[config.mk]
export PLATFORM = sky130hd
export DESIGN_NAME = ucsbece154b_branch_predictor
export DESIGN_NICKNAME = d
export VERILOG_FILES = /design/src/rtl/ucsbece154b_bp_pkg.sv /design/src/rtl/ucsbece154b_btb.sv /design/src/rtl/ucsbece154b_branch_predictor.sv
export SDC_FILE = /design/constraint.sdc
export NUM_CORES = 2
export LEC_CHECK = 0
export ABC_AREA = 1
export ABC_CLOCK_PERIOD_IN_PS = 3300
export CORE_MARGIN = 10
export CORE_UTILIZATION = 50
export DETAILED_ROUTE_END_ITERATION = 8
export HOLD_SLACK_MARGIN = 0.06
export PLACE_DENSITY = 0.69
export SLEW_MARGIN = 30
export SYNTH_ARGS = -nofsm -noshare
export SYNTH_HDL_FRONTEND = slang
export SYNTH_SLANG_ARGS = --single-unit
[constraint.sdc]
create_clock -name clk -period 3.3 [get_ports clk]
set_input_delay 0.825 -clock clk [delete_from_list [all_inputs] [get_ports clk]]
set_output_delay 0.825 -clock clk [all_outputs]
set_load 0.05 [all_outputs]
[src/rtl/ucsbece154b_bp_pkg.sv]
// Shared branch-predictor definitions: 2-bit counter encodings, PHT reset value,
// index-width helper and the saturating counter step.
package ucsbece154b_bp_pkg;

    typedef enum logic [1:0] {
        SNT = 2'b00,
        WNT = 2'b01,
        WT  = 2'b10,
        ST  = 2'b11
    } phtCounter_t;

    localparam phtCounter_t PHT_RESET = WNT;

    function automatic int unsigned idxWidth(input int unsigned depth);
        return (depth > 1) ? $clog2(depth) : 1;
    endfunction

    function automatic phtCounter_t counterNext(input phtCounter_t c, input logic taken);
        case (c)
            SNT:     return taken ? WNT : SNT;
            WNT:     return taken ? WT  : SNT;
            WT:      return taken ? ST  : WNT;
            ST:      return taken ? ST  : WT;
            default: return c;
        endcase
    endfunction

endpackage

[src/rtl/ucsbece154b_btb.sv]
// Direct-mapped branch target buffer: valid/tag/target/jump storage, tag compare
// and a single write port. Conflicting tags simply overwrite.
module ucsbece154b_btb
    import ucsbece154b_bp_pkg::*;
#(
    parameter int unsigned NUM_ENTRIES = 32
) (
    input  logic        clk,
    input  logic        reset,
    input  logic [31:0] lookupPc,
    output logic        hit,
    output logic        jump,
    output logic [31:0] target,
    input  logic        writeEn,
    input  logic [31:0] writePc,
    input  logic [31:0] writeTarget,
    input  logic        writeJump
);

    localparam int unsigned IDX  = idxWidth(NUM_ENTRIES);
    localparam int unsigned TAGW = 30 - IDX;

    logic [NUM_ENTRIES-1:0] valid;
    logic [NUM_ENTRIES-1:0] jumpBits;
    logic [TAGW-1:0]        tags    [NUM_ENTRIES];
    logic [31:0]            targets [NUM_ENTRIES];

    logic [IDX-1:0]  lookupIdx, writeIdx;
    logic [TAGW-1:0] lookupTag, writeTag;

    // Byte-offset bits never take part in indexing or tagging.
    logic unusedPcBits;
    assign unusedPcBits = ^{lookupPc[1:0], writePc[1:0]};

    assign lookupIdx = lookupPc[IDX+1:2];
    assign lookupTag = lookupPc[31:IDX+2];
    assign writeIdx  = writePc[IDX+1:2];
    assign writeTag  = writePc[31:IDX+2];

    assign hit    = valid[lookupIdx] && (tags[lookupIdx] == lookupTag);
    assign jump   = jumpBits[lookupIdx];
    assign target = targets[lookupIdx];

    always_ff @(posedge clk or negedge reset) begin
        if (!reset) begin
            valid <= '0;
        end else if (writeEn) begin
            valid[writeIdx] <= 1'b1;
        end
    end

    // Payload needs no reset: it is only observed through a set valid bit.
    always_ff @(posedge clk) begin
        if (writeEn && reset) begin
            tags[writeIdx]     <= writeTag;
            targets[writeIdx]  <= writeTarget;
            jumpBits[writeIdx] <= writeJump;
        end
    end

endmodule

[src/rtl/ucsbece154b_branch_predictor.sv]
// BTB + 2-bit PHT branch predictor. Define UCSBECE154B_GSHARE_EN for gshare
// indexing (pc XOR GHR); otherwise bimodal with the GHR tied to zero.
module ucsbece154b_branch_predictor
    import ucsbece154b_bp_pkg::*;
#(
    parameter int unsigned NUM_BTB_ENTRIES = 32,
    parameter int unsigned NUM_GHR_BITS    = 5
) (
    input  logic                    clk,
    input  logic                    reset,
    input  logic [31:0]             pc_i,
    output logic                    predict_taken_o,
    output logic [31:0]             predict_target_o,
    output logic                    btb_hit_o,
    output logic [NUM_GHR_BITS-1:0] ghr_o,
    input  logic                    update_valid_i,
    input  logic [31:0]             update_pc_i,
    input  logic [31:0]             update_target_i,
    input  logic                    update_taken_i,
    input  logic                    update_is_branch_i,
    input  logic                    update_is_jump_i,
    input  logic [NUM_GHR_BITS-1:0] update_ghr_i
);

    localparam int unsigned PHT_DEPTH = 1 << NUM_GHR_BITS;

    logic [NUM_GHR_BITS-1:0] ghr;
    logic [NUM_GHR_BITS-1:0] lookupIdx, updateIdx;
    phtCounter_t             pht [PHT_DEPTH];
    logic [1:0]              lookupCtr;

    logic        btbHit, btbJump, btbWriteEn, phtWriteEn;
    logic [31:0] btbTarget;

    assign phtWriteEn = update_valid_i && update_is_branch_i;
    assign btbWriteEn = update_valid_i && update_taken_i && (update_is_branch_i || update_is_jump_i);

`ifdef UCSBECE154B_GSHARE_EN
    assign lookupIdx = pc_i[NUM_GHR_BITS+1:2] ^ ghr;
    assign updateIdx = update_pc_i[NUM_GHR_BITS+1:2] ^ update_ghr_i;

    // History is rebuilt from the snapshot so a mispredict repairs it.
    always_ff @(posedge clk or negedge reset) begin
        if (!reset) begin
            ghr <= '0;
        end else if (phtWriteEn) begin
            ghr <= {update_ghr_i[NUM_GHR_BITS-2:0], update_taken_i};
        end
    end
`else
    logic unusedGhrSnapshot;
    assign unusedGhrSnapshot = ^update_ghr_i;

    assign lookupIdx = pc_i[NUM_GHR_BITS+1:2];
    assign updateIdx = update_pc_i[NUM_GHR_BITS+1:2];
    assign ghr       = '0;
`endif

    always_ff @(posedge clk or negedge reset) begin
        if (!reset) begin
            for (int i = 0; i < PHT_DEPTH; i++) begin
                pht[i] <= PHT_RESET;
            end
        end else if (phtWriteEn) begin
            pht[updateIdx] <= counterNext(pht[updateIdx], update_taken_i);
        end
    end

    ucsbece154b_btb #(
        .NUM_ENTRIES(NUM_BTB_ENTRIES)
    ) btb (
        .clk        (clk),
        .reset      (reset),
        .lookupPc   (pc_i),
        .hit        (btbHit),
        .jump       (btbJump),
        .target     (btbTarget),
        .writeEn    (btbWriteEn),
        .writePc    (update_pc_i),
        .writeTarget(update_target_i),
        .writeJump  (update_is_jump_i)
    );

    assign lookupCtr        = pht[lookupIdx];
    assign btb_hit_o        = btbHit;
    assign predict_taken_o  = btbHit && (btbJump || lookupCtr[1]);
    assign predict_target_o = btbHit ? btbTarget : (pc_i + 32'd4);
    assign ghr_o            = ghr;

endmodule

* After elaboration in Yosys (flattened, before gate mapping) *
Memory sizes are Yosys's and may differ from the RTL's.
Cells that the tools add are included.

operators by class
  add/subtract/negate cells = 1
  $lt $le $gt $ge = 6
  equal/unequal tests = 4
  muxes and demuxes = 25
  bitwise gates (word level) = 3
  reductions and logical operators = 11

operators by type and width
  cell                   count
  $bwmux 64              1
  $add 32x3->32 const B  1
  $bwmux 32              1
  $mux 32                1
  $or 32x32->32          1
  $eq 25x25->1           1
  $bmux 2 s5             2
  $mux 2                 8
  $ge 6x6->1 const B     2
  $lt 5x6->1 const B     2
  $not 5->6              2
  $bmux 1 s5             2
  $demux 2 s5            1
  $logic_and 1x1->1      8
  $pmux 2 s4             1
  $mux 1                 7
  $lt 6x1->1 const B     1
  $demux 1 s5            1
  $ge 5x1->1 const B     1
  $eq 2x2->1 const B     2
  $eq 2x1->1 const B     1
  $logic_not 2->1        1
  $logic_or 1x1->1       2

storage, ports and cells
  register bits after elaboration = 128
  bits in writable memories = 1824
  input port bits = 107
  output and inout port bits = 39
  word-level logic and storage cells = 86
  memories = 2

memory list
  memory       words  width  rd ports  clocked after memory_dff  wr ports  line                   RTL
  btb.targets  32     32     1         0                         1         ucsbece154b_btb.sv:26  logic [31:0] targets [NUM_ENTRIES];
  btb.tags     32     25     1         0                         1         ucsbece154b_btb.sv:25  logic [TAGW-1:0] tags [NUM_ENTRIES];

* Depth between registers and ports, before layout *
  word-level depth = 8
  mapped depth = 22
  mapped depth without buffers = 20

* By module *
Synthesis repeated with hierarchy kept, for this count alone.

second synthesis, totals
  cell total of the unflattened synthesis = 6707
  area, all modules = 80090.6 µm²

modules (own cells, without submodules)
  module                        times used  cells an instance  area each (µm²)
  ucsbece154b_btb               1           5840               74846.8
  ucsbece154b_branch_predictor  1           867                5243.8

* Least setup slack after synthesis *
Ideal clock, no wire load.

  kind = input -> register
  from = in update_pc_i[3]
  to = reg btb.jumpBits[0], enable pin
  library setup time = 0.545 ns
  arrival time = 5.687 ns
  data required time = 2.755 ns
  setup slack = -2.932 ns
  cell stages on the path = 5
  path buffers = 2
  cells stage by stage = buf_2 > nor2_1 > clkbuf_1 > nand2_1 > nor3_1

RTL lines
  what                             line                                RTL
  from (decl)                      ucsbece154b_branch_predictor.sv:17  input logic [31:0] update_pc_i,
  to (signal, indexed assignment)  ucsbece154b_btb.sv:57               jumpBits[writeIdx] <= writeJump;
  to (decl)                        ucsbece154b_btb.sv:24               logic [NUM_ENTRIES-1:0] jumpBits;

* Final worst setup path *
  from = in pc_i[2]
  to = out predict_taken_o

between the ends
  longest elaborated chain between the ends = 6
  elaborated cells between the ends (all ways) = 13
  those cells by class = 1 x eq/ne; 7 x mux; 1 x bitwise; 3 x reduce/logical; 1 x memory

ends and longest elaborated chain
  what                                                   line                                RTL
  from (decl)                                            ucsbece154b_branch_predictor.sv:11  input logic [31:0] pc_i,
  branches (longest 5 deep; another with $mem_v2 32x25)  n/a
  $logic_and 1x1->1 (*)                                  ucsbece154b_branch_predictor.sv:86  assign predict_taken_o = btbHit && (btbJump || lookupCtr[1]);
  to (decl)                                              ucsbece154b_branch_predictor.sv:12  output logic predict_taken_o,

Every way passes the cells marked *. The select of a mux whose other input is x is not followed.

==> PnR_summary.wiki <==
{| class="wikitable"
! Metric !! Value
|-
| Initial DRT Pass Iterations || 9
|-
| Most frequent standard cell in the layout excluding fill and tap cells || edfxtp_1
|-
| Clock share of power || 40.3%
|-
| Worst Max-Slew Pin Slew || 721 ps
|-
| YS warnings || 0
|-
| Number of buffers between clock root and the deepest sink || 3
|-
| Path category of the worst min-delay check || reg2reg
|-
| Launch instance of the worst register-to-register path || pht[31]$_DFFE_PN0P_
|-
| Area of the core || 159000 sq um
|-
| Placement Rows || 146
|-
| DRC marker count from the first detailed-route iteration || 8388
|-
| Synth-to-Final Area Change || 23.2%
|-
| Fraction of layout cells with a size suffix above 1 || 17.6%
|-
| Cell internal power dissipation || 40.9 mW
|-
| Post-synthesis sequential element count || 1952
|-
| Kind of critical path || in2out
|-
| Count of pins over their slew limit || 0
|-
| Number of buffers added on ports || 133
|-
| Final-stage net count || 7675
|-
| Width of the chip || 421 microns
|-
| Crit path time final || 4420 ps
|-
| Worst skew pair latency || 840 ps
|-
| Post-DP HPWL || between 150000 and 200000 microns
|-
| Synthesized cell area || around 80000 sq um
|-
| Root buffer selected by CTS || clkbuf_16
|-
| Post-Synthesis Cells || around 6.9k
|-
| Antenna violations before repair || 14
|-
| Final GP Congestion || 0.991
|-
| Effective utilization at floorplan || 50.5%
|-
| Register-to-register path setup slack || 1170 ps
|-
| Period utilization || 134%
|-
| Critical Path Sink Type || output port
|-
| Worst-path clk slew || 60 ps
|-
| WHS || 453 ps
|-
| H-tree levels || 4
|-
| Mean routed wirelength per cell || ~27 microns
|-
| Post-synthesis async set-or-reset flop share || 4.92%
|-
| Crit path arrival time || 3590 ps
|-
| Nature of the critical path startpoint || input port
|-
| Sum of routed wire length over all layers || about 260000 microns
|-
| All-layer global routing usage || between 20 and 30%
|-
| Number of clock sinks seen by CTS || just under 2k
|-
| Unrepaired setup endpoints after global routing || yes
|-
| Combinational fraction of design power || 8.4%
|-
| Total CTS buffers || 193
|-
| Placed cell areas || 90400 sq um
|-
| Library cells used by synthesis || 52
|-
| Total overflow reported by the global router || 0
|-
| PwrDens || 540 nW/um^2
|-
| Sw Ratio || 23.4%
|-
| Sw Pwr || about 12 mW
|-
| Proportion of netlist area held by the largest area contributor || between 60% and 70%
|-
| Fraction of the mapped netlist area in simple logic gates || 14.0%
|-
| Drt via density || between 5 and 6
|-
| Register share of total power || 51.3%
|-
| Leakage power total || 36.1 nW
|-
| Post-route standard cell area excluding fillers || 98900 sq um
|-
| Register-to-Register Path Depth || 10
|-
| Normalized max-slew margin || 51.9%
|-
| Achievable frequency || 226 MHz
|-
| Violated checks || setup timing
|-
| Fraction of the mapped netlist area in adder cells || less than 1%
|-
| Proportion of synthesized area in mux cells || 0%
|-
| Outcome || finished, violations left
|-
| Vert. Die Dim || 421 microns
|-
| Final Hold Fails || 0
|-
| Finish-stage setup viols || 34
|-
| Crit Path Max Fanout || 16
|-
| Worst flop-to-flop path endpoint || pht[23]$_DFFE_PN0P_
|-
| Area leader, netlist || edfxtp_1
|-
| Sequential standard cell area || 58200 sq um
|-
| Area of the multi-input gates || 19900 sq um
|-
| Count of flip-flops with a built-in enable after synthesis || 1856
|-
| Critical Path RT || approximately 2500 ps
|-
| Total number of vias || around 58k
|-
| Floorplan die area || 177000 sq um
|-
| Largest family of logic cells by synthesized area || simple AND/OR/NAND/NOR gates
|-
| Reported max-cap violation count || 0
|-
| Highest-count cells in the layout ignoring fill and taps || 1856 x edfxtp_1, 1325 x nand2_1, 890 x nor2_1, 746 x o21ai_0, 505 x buf_4
|-
| Via count of the first global-routing pass || 56.4k
|-
| Wire length of the first global-routing pass || 381000 microns
|-
| Xor/xnor share of the synthesized area || less than 1%
|-
| Start point of the worst min-delay path || btb.valid[11]$_DFFE_PN0P_
|-
| Highest ir drop seen on vdd || 0.550 mV
|-
| Worst Hold Path EP || btb.valid[11]$_DFFE_PN0P_
|-
| Synthesized area per cell || between 10 and 15 sq um
|-
| Number of ports placed on the die boundary || 146
|-
| FILL cells || 11.9k
|-
| DRC violation count after routing || 0
|-
| DRT antenna net count || 0
|-
| Area contributors post-synth || edfxtp_1 69%, nand2_1 6.7%, o21ai_0 4.9%
|-
| Commonest register cell after synthesis || edfxtp_1
|-
| TritonCTS clock tree || done
|-
| Post-layout worst setup margin || -1120 ps
|-
| Depth of the worst hold-timing path || 2
|-
| Portion of the post-synthesis area used by sequential elements || 72.5%
|-
| Setup skew after layout || 5.79 ps
|-
| Pin count of the biggest net entering global routing || 89
|-
| Total power after layout || about 53 mW
|-
| Area fraction in compound gates after synthesis || 9.03%
|}
-- flip-flops by register name, indices dropped and copies added, names as in the netlist --
signal / cells
pht: 64
btb.jumpBits: 32
btb.targets: 1024
btb.tags: 800
btb.valid: 32
-- kinds of logic after synthesis --
| kind of cell | after synthesis |
|---|---|
| xor+xnor | 25 |
| flops | 1952 |
| compound gates | 1303 |
| fa+ha+maj | 1 |
| other cells | 1 |
| buf+inv | 809 |
| simple gates | 2797 |
-- synthesized netlist by cell type (all sizes together), types with 13 or more instances --
cell    count
dfstp      32
buf       207
nand2    1426
o21ai     817
edfxtp   1856
a22o       13
nand3     300
nor3       40
nand4      28
o22ai     246
a22oi      15
nor2      959
clkbuf    203
a21oi      93
dfrtp      64
a41oi      19
o221ai     18
o211ai     24
inv       395
xor2       24
a31oi      22
or2        28
-- critical path, stage by stage --
cell and delay [ps]:
buf_16 140, buf_16 160, buf_12 160, buf_4 160
or2_2 290, o21ai_0 80, a21oi_1 90, nor2_1 120
nand2_1 90, nand3_1 100, nand2_1 90, a21oi_2 160
nand3_2 160, nor2_4 140, buf_12 170, nand2_8 130
buf_16 190, nor2_4 140, buf_12 150
-- per-stage QoR --
stage | util, % | setup TNS [ps] | instances | setup WS [ps]
after CTS | 62.0 | -33290 | 9797 | -1030
final | 62.2 | -36160 | 9807 | -1120
after global routing | 62.2 | -39200 | 9807 | -1180
after detailed placement | 56.9 | -50300 | 9382 | -1390
after floorplan | - | -9450 | 6892 | -369
after global placement | 56.9 | -63110 | 9382 | -1300
-- cell type report --
type | count | share of cell area, %
Sequential cell | 1952 | 58.9
Multi-Input combinational cell | 4132 | 20.1
Timing Repair Buffer | 888 | 10.6
Clock buffer | 251 | 5.26
Tap cell | 2072 | 2.62
Inverter | 399 | 1.57
Clock inverter | 105 | 0.954
Timing Repair inverter | 1 | 0.0203
Antenna cell | 7 | 0.0177
-- metal layers --
layer / GRT usage (%) / up-vias / part of all wire [%]
met3: 5.61 / 746 / 10
met4: 17.0 / 6 / 6.6
li1: - / 25600 / -
met5: 0 / - / 0.014
met2: 46.2 / 3591 / 46
met1: 38.0 / 28600 / 37
-- power by group through the flow --
stage	clock (mW)	combinational [mW]	sequential (mW)
floorplan	0	1.98	27.9
global placement	0	4.00	27.9
detailed placement	0	4.05	27.9
CTS	21.6	4.37	27.4
global route	22.6	4.75	27.4
finish	21.5	4.48	27.4
-- timing repair --
| action | CTS | global route |
|---|---|---|
| gates resized for setup | 303 | 67 |
| endpoints found under the setup margin | 34 | 34 |
| pin swaps | 40 | 43 |
| setup buffers | 36 | 4 |
| hold endpoints to repair | 22 | 0 |
| cloned | 23 | 2 |
| hold buffers | 1 | 0 |
-- worst max path at each step --
stage	from	to	slack, ps	depth (start not counted)
6_report	pc_i[2]	predict_taken_o	-1120	19
5_1_grt	pc_i[3]	predict_target_o[30]	-1180	20
4_1_cts	pc_i[2]	predict_taken_o	-1030	21
3_5_place_dp	pc_i[5]	predict_target_o[9]	-1390	18
3_3_place_gp	pc_i[5]	predict_target_o[9]	-1300	18
2_1_floorplan	pc_i[2]	predict_target_o[12]	-370	19
(Power assumes the default switching activity.)
